## src/rtl/sid_write_scheduler_if.sv

```systemverilog
// Host command port, CPU-side SID bus and the muxed SID bus for the write scheduler.
// The scheduler sits on the slave modport; the host/CPU side drives the master modport.
interface sid_write_scheduler_if #(
  parameter int FIFO_DEPTH = 16,
  parameter int DELAY_W    = 16
);
  localparam int LEVEL_W = $clog2(FIFO_DEPTH) + 1;

  logic               clk_1mhz_ph1_en;
  logic               i_cpu_cs;
  logic               i_cpu_we;
  logic [4:0]         i_cpu_addr;
  logic [7:0]         i_cpu_data;
  logic               i_enable;
  logic               i_flush;
  logic               i_cmd_valid;
  logic               o_cmd_ready;
  logic [DELAY_W-1:0] i_cmd_delay;
  logic [4:0]         i_cmd_addr;
  logic [7:0]         i_cmd_data;
  logic               o_sid_cs;
  logic               o_sid_we;
  logic [4:0]         o_sid_addr;
  logic [7:0]         o_sid_data;
  logic               o_busy;
  logic [LEVEL_W-1:0] o_level;
  logic [7:0]         o_defer_cnt;

  modport master (
    output clk_1mhz_ph1_en, i_cpu_cs, i_cpu_we, i_cpu_addr, i_cpu_data,
    output i_enable, i_flush, i_cmd_valid, i_cmd_delay, i_cmd_addr, i_cmd_data,
    input  o_cmd_ready, o_sid_cs, o_sid_we, o_sid_addr, o_sid_data,
    input  o_busy, o_level, o_defer_cnt
  );

  modport slave (
    input  clk_1mhz_ph1_en, i_cpu_cs, i_cpu_we, i_cpu_addr, i_cpu_data,
    input  i_enable, i_flush, i_cmd_valid, i_cmd_delay, i_cmd_addr, i_cmd_data,
    output o_cmd_ready, o_sid_cs, o_sid_we, o_sid_addr, o_sid_data,
    output o_busy, o_level, o_defer_cnt
  );
endinterface

```

## src/rtl/sid_write_scheduler.sv

```systemverilog
// Replays queued (delay, addr, data) host commands as SID register writes on 1 MHz
// strobes, yielding the bus to the CPU and deferring host writes that collide with it.
module sid_write_scheduler #(
  parameter int FIFO_DEPTH = 16,
  parameter int DELAY_W    = 16
) (
  input logic                clk,
  input logic                rst,
  sid_write_scheduler_if.slave bus
);
  localparam int AW = $clog2(FIFO_DEPTH);
  localparam int LW = AW + 1;
  localparam int CW = DELAY_W + 13;

  typedef enum logic {ST_IDLE, ST_WAIT} state_t;

  logic [CW-1:0]      mem [FIFO_DEPTH];
  logic [AW-1:0]      wr_ptr_reg;
  logic [AW-1:0]      rd_ptr_reg;
  logic [LW-1:0]      level_reg;
  state_t             state_reg;
  state_t             state_next;
  logic [DELAY_W-1:0] cnt_reg;
  logic [DELAY_W-1:0] cnt_next;
  logic [4:0]         addr_reg;
  logic [7:0]         data_reg;
  logic [7:0]         defer_reg;
  logic               full;
  logic               empty;
  logic               push;
  logic               pop;
  logic               host_issue;
  logic               defer;
  logic               strobe_run;

  assign full       = (level_reg == LW'(FIFO_DEPTH));
  assign empty      = (level_reg == '0);
  assign bus.o_cmd_ready = ~full & ~bus.i_flush & ~rst;
  assign push       = bus.i_cmd_valid & bus.o_cmd_ready;
  assign strobe_run = bus.clk_1mhz_ph1_en & bus.i_enable & ~bus.i_flush & ~rst;

  always_comb begin
    state_next = state_reg;
    cnt_next   = cnt_reg;
    pop        = 1'b0;
    host_issue = 1'b0;
    defer      = 1'b0;
    case (state_reg)
      ST_IDLE: begin
        // Popping does not wait for a strobe, so a delay-0 successor still meets the next one.
        if (bus.i_enable & ~empty & ~bus.i_flush & ~rst) begin
          pop        = 1'b1;
          state_next = ST_WAIT;
        end
      end
      ST_WAIT: begin
        if (strobe_run) begin
          if (cnt_reg != '0) begin
            cnt_next = cnt_reg - DELAY_W'(1);
          end else if (~bus.i_cpu_cs) begin
            host_issue = 1'b1;
            state_next = ST_IDLE;
          end else begin
            defer = 1'b1;
          end
        end
      end
      default: state_next = ST_IDLE;
    endcase
    if (bus.i_flush) begin
      state_next = ST_IDLE;
      cnt_next   = '0;
    end
  end

  // Command storage: write port plus registered read into the command registers.
  always_ff @(posedge clk) begin
    if (push) begin
      mem[wr_ptr_reg] <= {bus.i_cmd_delay, bus.i_cmd_addr, bus.i_cmd_data};
    end
    if (pop) begin
      {cnt_reg, addr_reg, data_reg} <= mem[rd_ptr_reg];
    end else if (rst) begin
      cnt_reg <= '0;
    end else begin
      cnt_reg <= cnt_next;
    end
  end

  always_ff @(posedge clk) begin
    if (rst || bus.i_flush) begin
      wr_ptr_reg <= '0;
      rd_ptr_reg <= '0;
      level_reg  <= '0;
    end else begin
      if (push) wr_ptr_reg <= wr_ptr_reg + AW'(1);
      if (pop)  rd_ptr_reg <= rd_ptr_reg + AW'(1);
      if (push && !pop)      level_reg <= level_reg + LW'(1);
      else if (pop && !push) level_reg <= level_reg - LW'(1);
    end
  end

  always_ff @(posedge clk) begin
    if (rst) begin
      state_reg <= ST_IDLE;
      defer_reg <= '0;
    end else begin
      state_reg <= state_next;
      if (defer && defer_reg != 8'hFF) defer_reg <= defer_reg + 8'd1;
    end
  end

  assign bus.o_sid_cs    = host_issue | bus.i_cpu_cs;
  assign bus.o_sid_we    = host_issue | bus.i_cpu_we;
  assign bus.o_sid_addr  = host_issue ? addr_reg : bus.i_cpu_addr;
  assign bus.o_sid_data  = host_issue ? data_reg : bus.i_cpu_data;
  assign bus.o_busy      = (state_reg == ST_WAIT);
  assign bus.o_level     = level_reg;
  assign bus.o_defer_cnt = defer_reg;
endmodule

```

## src/flat_wrapper.sv

```systemverilog
// flat-port wrapper written by rule: the top's interface ports become plain ports
module sid_write_scheduler_flat 
#(
  parameter int FIFO_DEPTH = 16,
  parameter int DELAY_W    = 16
)
  (clk, rst, bus_clk_1mhz_ph1_en, bus_i_cpu_cs, bus_i_cpu_we, bus_i_cpu_addr, bus_i_cpu_data, bus_i_enable, bus_i_flush, bus_i_cmd_valid, bus_i_cmd_delay, bus_i_cmd_addr, bus_i_cmd_data, bus_o_cmd_ready, bus_o_sid_cs, bus_o_sid_we, bus_o_sid_addr, bus_o_sid_data, bus_o_busy, bus_o_level, bus_o_defer_cnt);
  sid_write_scheduler_if #(.FIFO_DEPTH(FIFO_DEPTH), .DELAY_W(DELAY_W)) bus_i ();
  input logic clk;
  input logic rst;
  input wire logic [$bits(bus_i.clk_1mhz_ph1_en)-1:0] bus_clk_1mhz_ph1_en;
  input wire logic [$bits(bus_i.i_cpu_cs)-1:0] bus_i_cpu_cs;
  input wire logic [$bits(bus_i.i_cpu_we)-1:0] bus_i_cpu_we;
  input wire logic [$bits(bus_i.i_cpu_addr)-1:0] bus_i_cpu_addr;
  input wire logic [$bits(bus_i.i_cpu_data)-1:0] bus_i_cpu_data;
  input wire logic [$bits(bus_i.i_enable)-1:0] bus_i_enable;
  input wire logic [$bits(bus_i.i_flush)-1:0] bus_i_flush;
  input wire logic [$bits(bus_i.i_cmd_valid)-1:0] bus_i_cmd_valid;
  input wire logic [$bits(bus_i.i_cmd_delay)-1:0] bus_i_cmd_delay;
  input wire logic [$bits(bus_i.i_cmd_addr)-1:0] bus_i_cmd_addr;
  input wire logic [$bits(bus_i.i_cmd_data)-1:0] bus_i_cmd_data;
  output wire logic [$bits(bus_i.o_cmd_ready)-1:0] bus_o_cmd_ready;
  output wire logic [$bits(bus_i.o_sid_cs)-1:0] bus_o_sid_cs;
  output wire logic [$bits(bus_i.o_sid_we)-1:0] bus_o_sid_we;
  output wire logic [$bits(bus_i.o_sid_addr)-1:0] bus_o_sid_addr;
  output wire logic [$bits(bus_i.o_sid_data)-1:0] bus_o_sid_data;
  output wire logic [$bits(bus_i.o_busy)-1:0] bus_o_busy;
  output wire logic [$bits(bus_i.o_level)-1:0] bus_o_level;
  output wire logic [$bits(bus_i.o_defer_cnt)-1:0] bus_o_defer_cnt;
  assign bus_i.clk_1mhz_ph1_en = bus_clk_1mhz_ph1_en;
  assign bus_i.i_cpu_cs = bus_i_cpu_cs;
  assign bus_i.i_cpu_we = bus_i_cpu_we;
  assign bus_i.i_cpu_addr = bus_i_cpu_addr;
  assign bus_i.i_cpu_data = bus_i_cpu_data;
  assign bus_i.i_enable = bus_i_enable;
  assign bus_i.i_flush = bus_i_flush;
  assign bus_i.i_cmd_valid = bus_i_cmd_valid;
  assign bus_i.i_cmd_delay = bus_i_cmd_delay;
  assign bus_i.i_cmd_addr = bus_i_cmd_addr;
  assign bus_i.i_cmd_data = bus_i_cmd_data;
  assign bus_o_cmd_ready = bus_i.o_cmd_ready;
  assign bus_o_sid_cs = bus_i.o_sid_cs;
  assign bus_o_sid_we = bus_i.o_sid_we;
  assign bus_o_sid_addr = bus_i.o_sid_addr;
  assign bus_o_sid_data = bus_i.o_sid_data;
  assign bus_o_busy = bus_i.o_busy;
  assign bus_o_level = bus_i.o_level;
  assign bus_o_defer_cnt = bus_i.o_defer_cnt;
  sid_write_scheduler #(.FIFO_DEPTH(FIFO_DEPTH), .DELAY_W(DELAY_W)) u_core (.clk(clk), .rst(rst), .bus(bus_i));
endmodule
```

## config.mk

```make
export PLATFORM = sky130hd
export DESIGN_NAME = sid_write_scheduler_flat
export DESIGN_NICKNAME = d
export VERILOG_FILES = /design/src/rtl/sid_write_scheduler_if.sv /design/src/rtl/sid_write_scheduler.sv /design/src/flat_wrapper.sv
export SDC_FILE = /design/constraint.sdc
export NUM_CORES = 1
export LEC_CHECK = 0
export CAP_MARGIN = 0
export CORE_ASPECT_RATIO = 1.25
export CORE_MARGIN = 3
export CORE_UTILIZATION = 40
export CTS_CLUSTER_DIAMETER = 100
export CTS_CLUSTER_SIZE = 28
export DETAILED_ROUTE_END_ITERATION = 8
export GPL_TIMING_DRIVEN = 0
export SYNTH_ARGS = -nofsm -noshare
export SYNTH_HDL_FRONTEND = slang
export SYNTH_SLANG_ARGS = --single-unit
```

## constraint.sdc

```tcl
create_clock -name clk -period 6.7 [get_ports clk]
set_input_delay 1.005 -clock clk [delete_from_list [all_inputs] [get_ports clk]]
set_output_delay 1.005 -clock clk [all_outputs]
set_load 0.02 [all_outputs]
```

# ---- Yosys cells after proc, flatten, opt, wreduce, memory -nomap -nowiden
# Memories as Yosys holds them, arrays and structs flattened. A register that Yosys moved wholly into a read port is not among the register bits.
# Index checks and enable logic that the tools add are counted.
dict set report classes {
  add_sub_neg 6
  shifts 0
  mux 27
  n_bitwise 16
  multipliers 0
  div_mod_pow 0
  reduce_logical 14
  n_eq_ne 2
  n_lt_le_gt_ge 0
}
# op count
set ops {}
lappend ops {{2-to-1 mux 16 bit} 6}
lappend ops {{nonzero test 16 bit} 1}
lappend ops {{subtractor 16 x 1 -> 16 bit (second input constant)} 1}
lappend ops {{2-to-1 mux 5 bit} 3}
lappend ops {{2-to-1 mux 1 bit} 14}
lappend ops {{nonzero test 4 bit} 3}
lappend ops {{AND 1 bit} 9}
lappend ops {{adder 4 x 1 -> 4 bit (second input constant)} 2}
lappend ops {{adder 8 x 1 -> 8 bit (second input constant)} 1}
lappend ops {{2-to-1 mux 4 bit} 2}
lappend ops {{2-to-1 mux 8 bit} 1}
lappend ops {{inequality test 8 bit (second input constant)} 1}
lappend ops {{adder 5 x 1 -> 5 bit (second input constant)} 1}
lappend ops {{equality test 5 bit (second input constant)} 1}
lappend ops {{zero test 5 bit} 1}
lappend ops {{NOT 1 bit} 5}
lappend ops {{subtractor 5 x 1 -> 5 bit (second input constant)} 1}
lappend ops {{logical AND 1 bit} 3}
lappend ops {{AND reduction 3 bit} 1}
lappend ops {{zero test 1 bit} 2}
lappend ops {{OR 1 bit} 2}
lappend ops {{one-hot mux 1 bit (2 select lines)} 1}
lappend ops {{nonzero test 2 bit} 1}
lappend ops {{OR reduction 2 bit} 1}
lappend ops {{logical OR 1 bit} 1}
dict set report totals {
  latch_bits 0
  elab_cells 74
  n_memories 1
  register_bits 51
  out_inout_bits 30
  ram_bits 464
  mem_bits_ro 0
}
# name words word_bits read_ports rd_clocked_by_memory_dff wr line_no
set memory_table {}
lappend memory_table {u_core.mem 16 29 1 1 1 sid_write_scheduler.sv:17} ;# logic [CW-1:0] mem [FIFO_DEPTH];

# ---- Depth between registers and ports, before layout
dict set report depth {
  depth_word 10
  ltp_mapped 14
}

# ---- Worst setup path after synthesis
# No wires, ideal clock.
dict set report synth_timing {
  path_kind {in2reg}
  from {input port rst}
  to {memory u_core.mem[7][0] (netlist name), enable pin}
  setup_slack_ps 2013
  t_arrival_ps 4236
  path_stages 6
  setup_ps 451
  path_buffers 2
  cell_sequence {buf_2 > or2_2 > buf_2 > a211oi_2 > nand2_1 > nor3_1}
}
dict set report synth_between {
  elab_chain_len 5
}
# element line_no
set synth_rtl {}
lappend synth_rtl {{from (decl)} flat_wrapper.sv:10} ;# input logic rst;
lappend synth_rtl {{NOT 1 bit} sid_write_scheduler.sv:38} ;# assign bus.o_cmd_ready = ~full & ~bus.i_flush & ~rst;
lappend synth_rtl {{AND 1 bit} sid_write_scheduler.sv:38}
lappend synth_rtl {{AND 1 bit} sid_write_scheduler.sv:39} ;# assign push = bus.i_cmd_valid & bus.o_cmd_ready;
lappend synth_rtl {{named net u_core.push} sid_write_scheduler.sv:30} ;# logic push;
lappend synth_rtl {{2-to-1 mux 1 bit} sid_write_scheduler.sv:78} ;# if (push) begin
lappend synth_rtl {{2-to-1 mux 1 bit (not written as such)} sid_write_scheduler.sv:79} ;# mem[wr_ptr_reg] <= {bus.i_cmd_delay, bus.i_cmd_addr, bus.i_cmd_data};
lappend synth_rtl {{to (decl)} sid_write_scheduler.sv:17}
# The timed path passes the listed nets, and every way through them passes these cells.

# ---- Worst setup path after layout
dict set report layout_timing {
  from {register u_core.cnt_reg[3]}
  to {output port bus_o_sid_addr[3]}
}
dict set report layout_between {
  elab_chain_len 5
}
# element line_no
set layout_rtl {}
lappend layout_rtl {{from (decl)} sid_write_scheduler.sv:23} ;# logic [DELAY_W-1:0] cnt_reg;
lappend layout_rtl {{from (signal assigned)} sid_write_scheduler.sv:82} ;# {cnt_reg, addr_reg, data_reg} <= mem[rd_ptr_reg];
lappend layout_rtl {{from (signal assigned)} sid_write_scheduler.sv:86} ;# cnt_reg <= cnt_next;
lappend layout_rtl {{nonzero test 16 bit} sid_write_scheduler.sv:58} ;# if (cnt_reg != '0) begin
lappend layout_rtl {{2-to-1 mux 1 bit} sid_write_scheduler.sv:58}
lappend layout_rtl {{2-to-1 mux 1 bit} sid_write_scheduler.sv:57} ;# if (strobe_run) begin
lappend layout_rtl {{2-to-1 mux 1 bit} sid_write_scheduler.sv:48} ;# case (state_reg)
lappend layout_rtl {{2-to-1 mux 5 bit} sid_write_scheduler.sv:115} ;# assign bus.o_sid_addr = host_issue ? addr_reg : bus.i_cpu_addr;
lappend layout_rtl {{to (decl)} flat_wrapper.sv:25} ;# output wire logic [$bits(bus_i.o_sid_addr)-1:0] bus_o_sid_addr;
# Every way passes these cells.

==> reports/metrics.yaml <==
worst_setup_path:
  cp_max_fo: 10
  r2r_end: "u_core.bus.o_level[4]"
  regToRegStartpoint: "u_core.bus.o_level[0]"
  startpoint_type: "flip-flop"
  reg2reg_depth: 12
  worst-endpoint-required_ns: 5.69
  endpoint_kind: "output port"
  rrSetupSlack_ns: 2.94
  path_class: "flip-flop to output port"
  cp.arrival_ns: 3.89
placement:
  gp_congestion: 0.7654
  dp.cells: 1752
  dpl.hpwl_mm: 31.14
  pre_cts_slack_ns: 1.736
  port_buffers: 78
synth:
  ys_seq_area_share_pct: 75.29
  yosys-top-cells-area: "edfxtp_1 73%, mux4_2 13%, dfxtp_1 2.6%"
  synth_nets: 1057
  syn_inst: 995
  ys_types: 52
  ys_ff_latch: 519
  ys_warn_count: 0
  synth_commonest_cells: "493 x edfxtp_1, 113 x mux4_2, 34 x mux2i_1"
  synthArstFlopShare_pct: 0
  synth.largest_area_cell: "edfxtp_1"
  ys.flop_type: "edfxtp_1"
  avgSynthCellArea_um2: 20.46
  netlist_area_mm2: 0.02035
  synth_top_area_share_pct: 72.73
  synth.most_common_cell: "edfxtp_1"
  synth_edf_count: 493
drt:
  ant_nets: 0
  post_drt_wl_per_cell_um: 26.85
  drcViolationCount: 0
  viasPerCell: 5.586
  first_pass_iters: 5
  num_vias: 9977
  drt-initial-drc-count: 818
  routed_wl_mm: 47.96
sta:
  period_share_pct: 73.07
  hold_viol: 0
  slew_viol_final: 0
  fin_ws_ns: 1.804
  period_minus_slack_ns: 4.896
  max_slew_margin_pct: 21.93
  setup-violations-final: 0
  rsz0062_at_grt: "false"
  worst_slew_pin_slew_ns: 1.171
  holdWs_ns: 0.5153
  fmax_mhz: 204.3
  finClkSkew_ns: 0.02405
floorplan:
  die_area_mm2: 0.05365
  row_count: 91
  start_util_pct: 40.81
  core_mm2: 0.04987
  fp.dieW_um: 207.8
  ioPinCount: 80
  dieHeight_um: 258.2
pwr:
  ir_drop_v: 0.0001582
  intPower_uw: 4300
  power.switching_uw: 1079
  cellLeakagePower_uw: 0.006875
  power_per_cell_area_mw_per_mm2: 233.2
  clkPwrFrac_pct: 29.5
  p_seq_share_pct: 66.6
  p_comb_share_pct: 3.9
  swShare_pct: 20.05
clock_tree:
  ctsResizeCount: 0
  ctsHoldBuffers: 0
  numCtsBuffers: 22
  clk_pin_slew_ns: 0.11
  cts_root_buffer: "clkbuf_16"
  worstSkewPairLatency_ns: 0.57
  tritoncts: "built"
  clockBufferDepth: 3
  cts_setup_buffers: 0
  clkSinkCount: 519
  htree_levels: 1
final_layout:
  largest_register_ffs: 464
  area_growth_pct: 13.31
  postLayoutCoreUtil_pct: 46.25
  drive_gt1_share_pct: 20.39
  final_cells: 1786
  final_nets: 1187
  final-seq-area_mm2: 0.01532
  multiInputGateArea_mm2: 0.004808
  fill_cells: 4257
min_path:
  hold_depth: 2
  min_path_type: "flip-flop to flip-flop"
  worstHoldStart: "u_core.rd_ptr_reg[1]"
global_routing:
  grt_pass1_vias: 10412
  grt_pass1_wl_mm: 70.05
  grt_max_degree: 30
  overflow: 0
  grt_use_total_pct: 17.67
  antenna_found_initial: 1
flow_run:
  drv_cap: 0
outcome:
  status: "finished, final reports clean"
## worst max-delay path by stage
stage / startpoint / to / cells past startpoint
3_3_place_gp: bus_i_flush / u_core.mem[7][9] / 6
5_1_grt: u_core.cnt_reg[2] / bus_o_sid_data[6] / 8
6_report: u_core.cnt_reg[3] / bus_o_sid_addr[3] / 8
3_5_place_dp: bus_i_flush / bus_o_sid_addr[3] / 7
4_1_cts: u_core.cnt_reg[3] / bus_o_sid_data[6] / 8
2_1_floorplan: rst / u_core.mem[7][0] / 6
## per-layer routing
| metal | global-route usage [%] | up-vias | wire length (um) |
|---|---|---|---|
| met1 | 23.41 | 5327 | 19850 |
| met4 | 4.384 | 0 | 1047 |
| met2 | 31.39 | 242 | 24820 |
| met5 | 0 | - | 0 |
| met3 | 2.017 | 65 | 2239 |
| li1 | - | 4343 | - |
## layout by cell type, fill, tap and decap left out, drive strengths merged, types with 6 or more instances in the layout
| master | n |
|---|---|
| nand2 | 21 |
| nor2 | 27 |
| or3 | 8 |
| clkdlybuf4s50 | 78 |
| nand3 | 7 |
| dfxtp | 26 |
| a22oi | 6 |
| mux4 | 113 |
| a21oi | 14 |
| clkbuf | 52 |
| and2 | 9 |
| a211oi | 6 |
| ha | 11 |
| nand2b | 7 |
| buf | 56 |
| nand4 | 6 |
| mux2 | 19 |
| o22ai | 15 |
| o21ai | 17 |
| edfxtp | 493 |
| xnor2 | 12 |
| inv | 12 |
| nor3 | 10 |
| mux2i | 34 |
| xor2 | 10 |
| a2111oi | 7 |
| a22o | 7 |
| nor2b | 9 |
## worst max-delay path, cell delays in order, from the launching register on
cell and delay, ns:
edfxtp_1 0.44, or3_1 0.40, buf_6 0.15, nor4_4 0.41, nand4_1 0.25, nor2_4 0.49, buf_6 0.28, mux2_2 0.36
clkdlybuf4s50_1 0.54
## layout make-up
cell class              instances  area share [%]
clock buffers                  30           2.609
diodes                          2         0.02170
plain buffers                  50           1.042
clock inverters                 2         0.08680
multi-input cells             413           20.85
inverters                      13          0.2116
well taps                     651           3.532
repair buffers                106           5.208
flip-flops and latches        519           66.44
## cells by family (layout without fill, tap and decap cells)
family                     Yosys count  count (layout)  share of synthesized area, %
AOI/OAI and AO/OA                   89              89                         2.957
xor gates and xnor gates            22              22                        0.9466
other                                0               2                             0
DFF                                519             519                         75.29
muxes                              166             166                         15.23
buffers and inverters               63             201                         1.420
and+or+nand+nor                    124             124                         3.387
adders and majority gates           12              12                        0.7745
## power by group through the flow
stage,combinational [uW],clock (uW),sequential [uW]
6_report,210,1590,3580
5_1_grt,230,1720,3590
4_1_cts,214,1620,3580
3_5_place_dp,212,0,3660
3_3_place_gp,205,0,3660
2_1_floorplan,105,0,3650
## per-stage QoR
step / cell area (um2) / total power [uW] / setup TNS [ns]
after global placement: 21950 / 3861 / -141.21
after CTS: 23060 / 5412 / 0
final: 23060 / 5378 / 0
after floorplan: 20350 / 3760 / 0
after global routing: 23060 / 5536 / 0
after detailed placement: 22440 / 3868 / 0
Note: power is estimated with default switching activity, not from simulation.
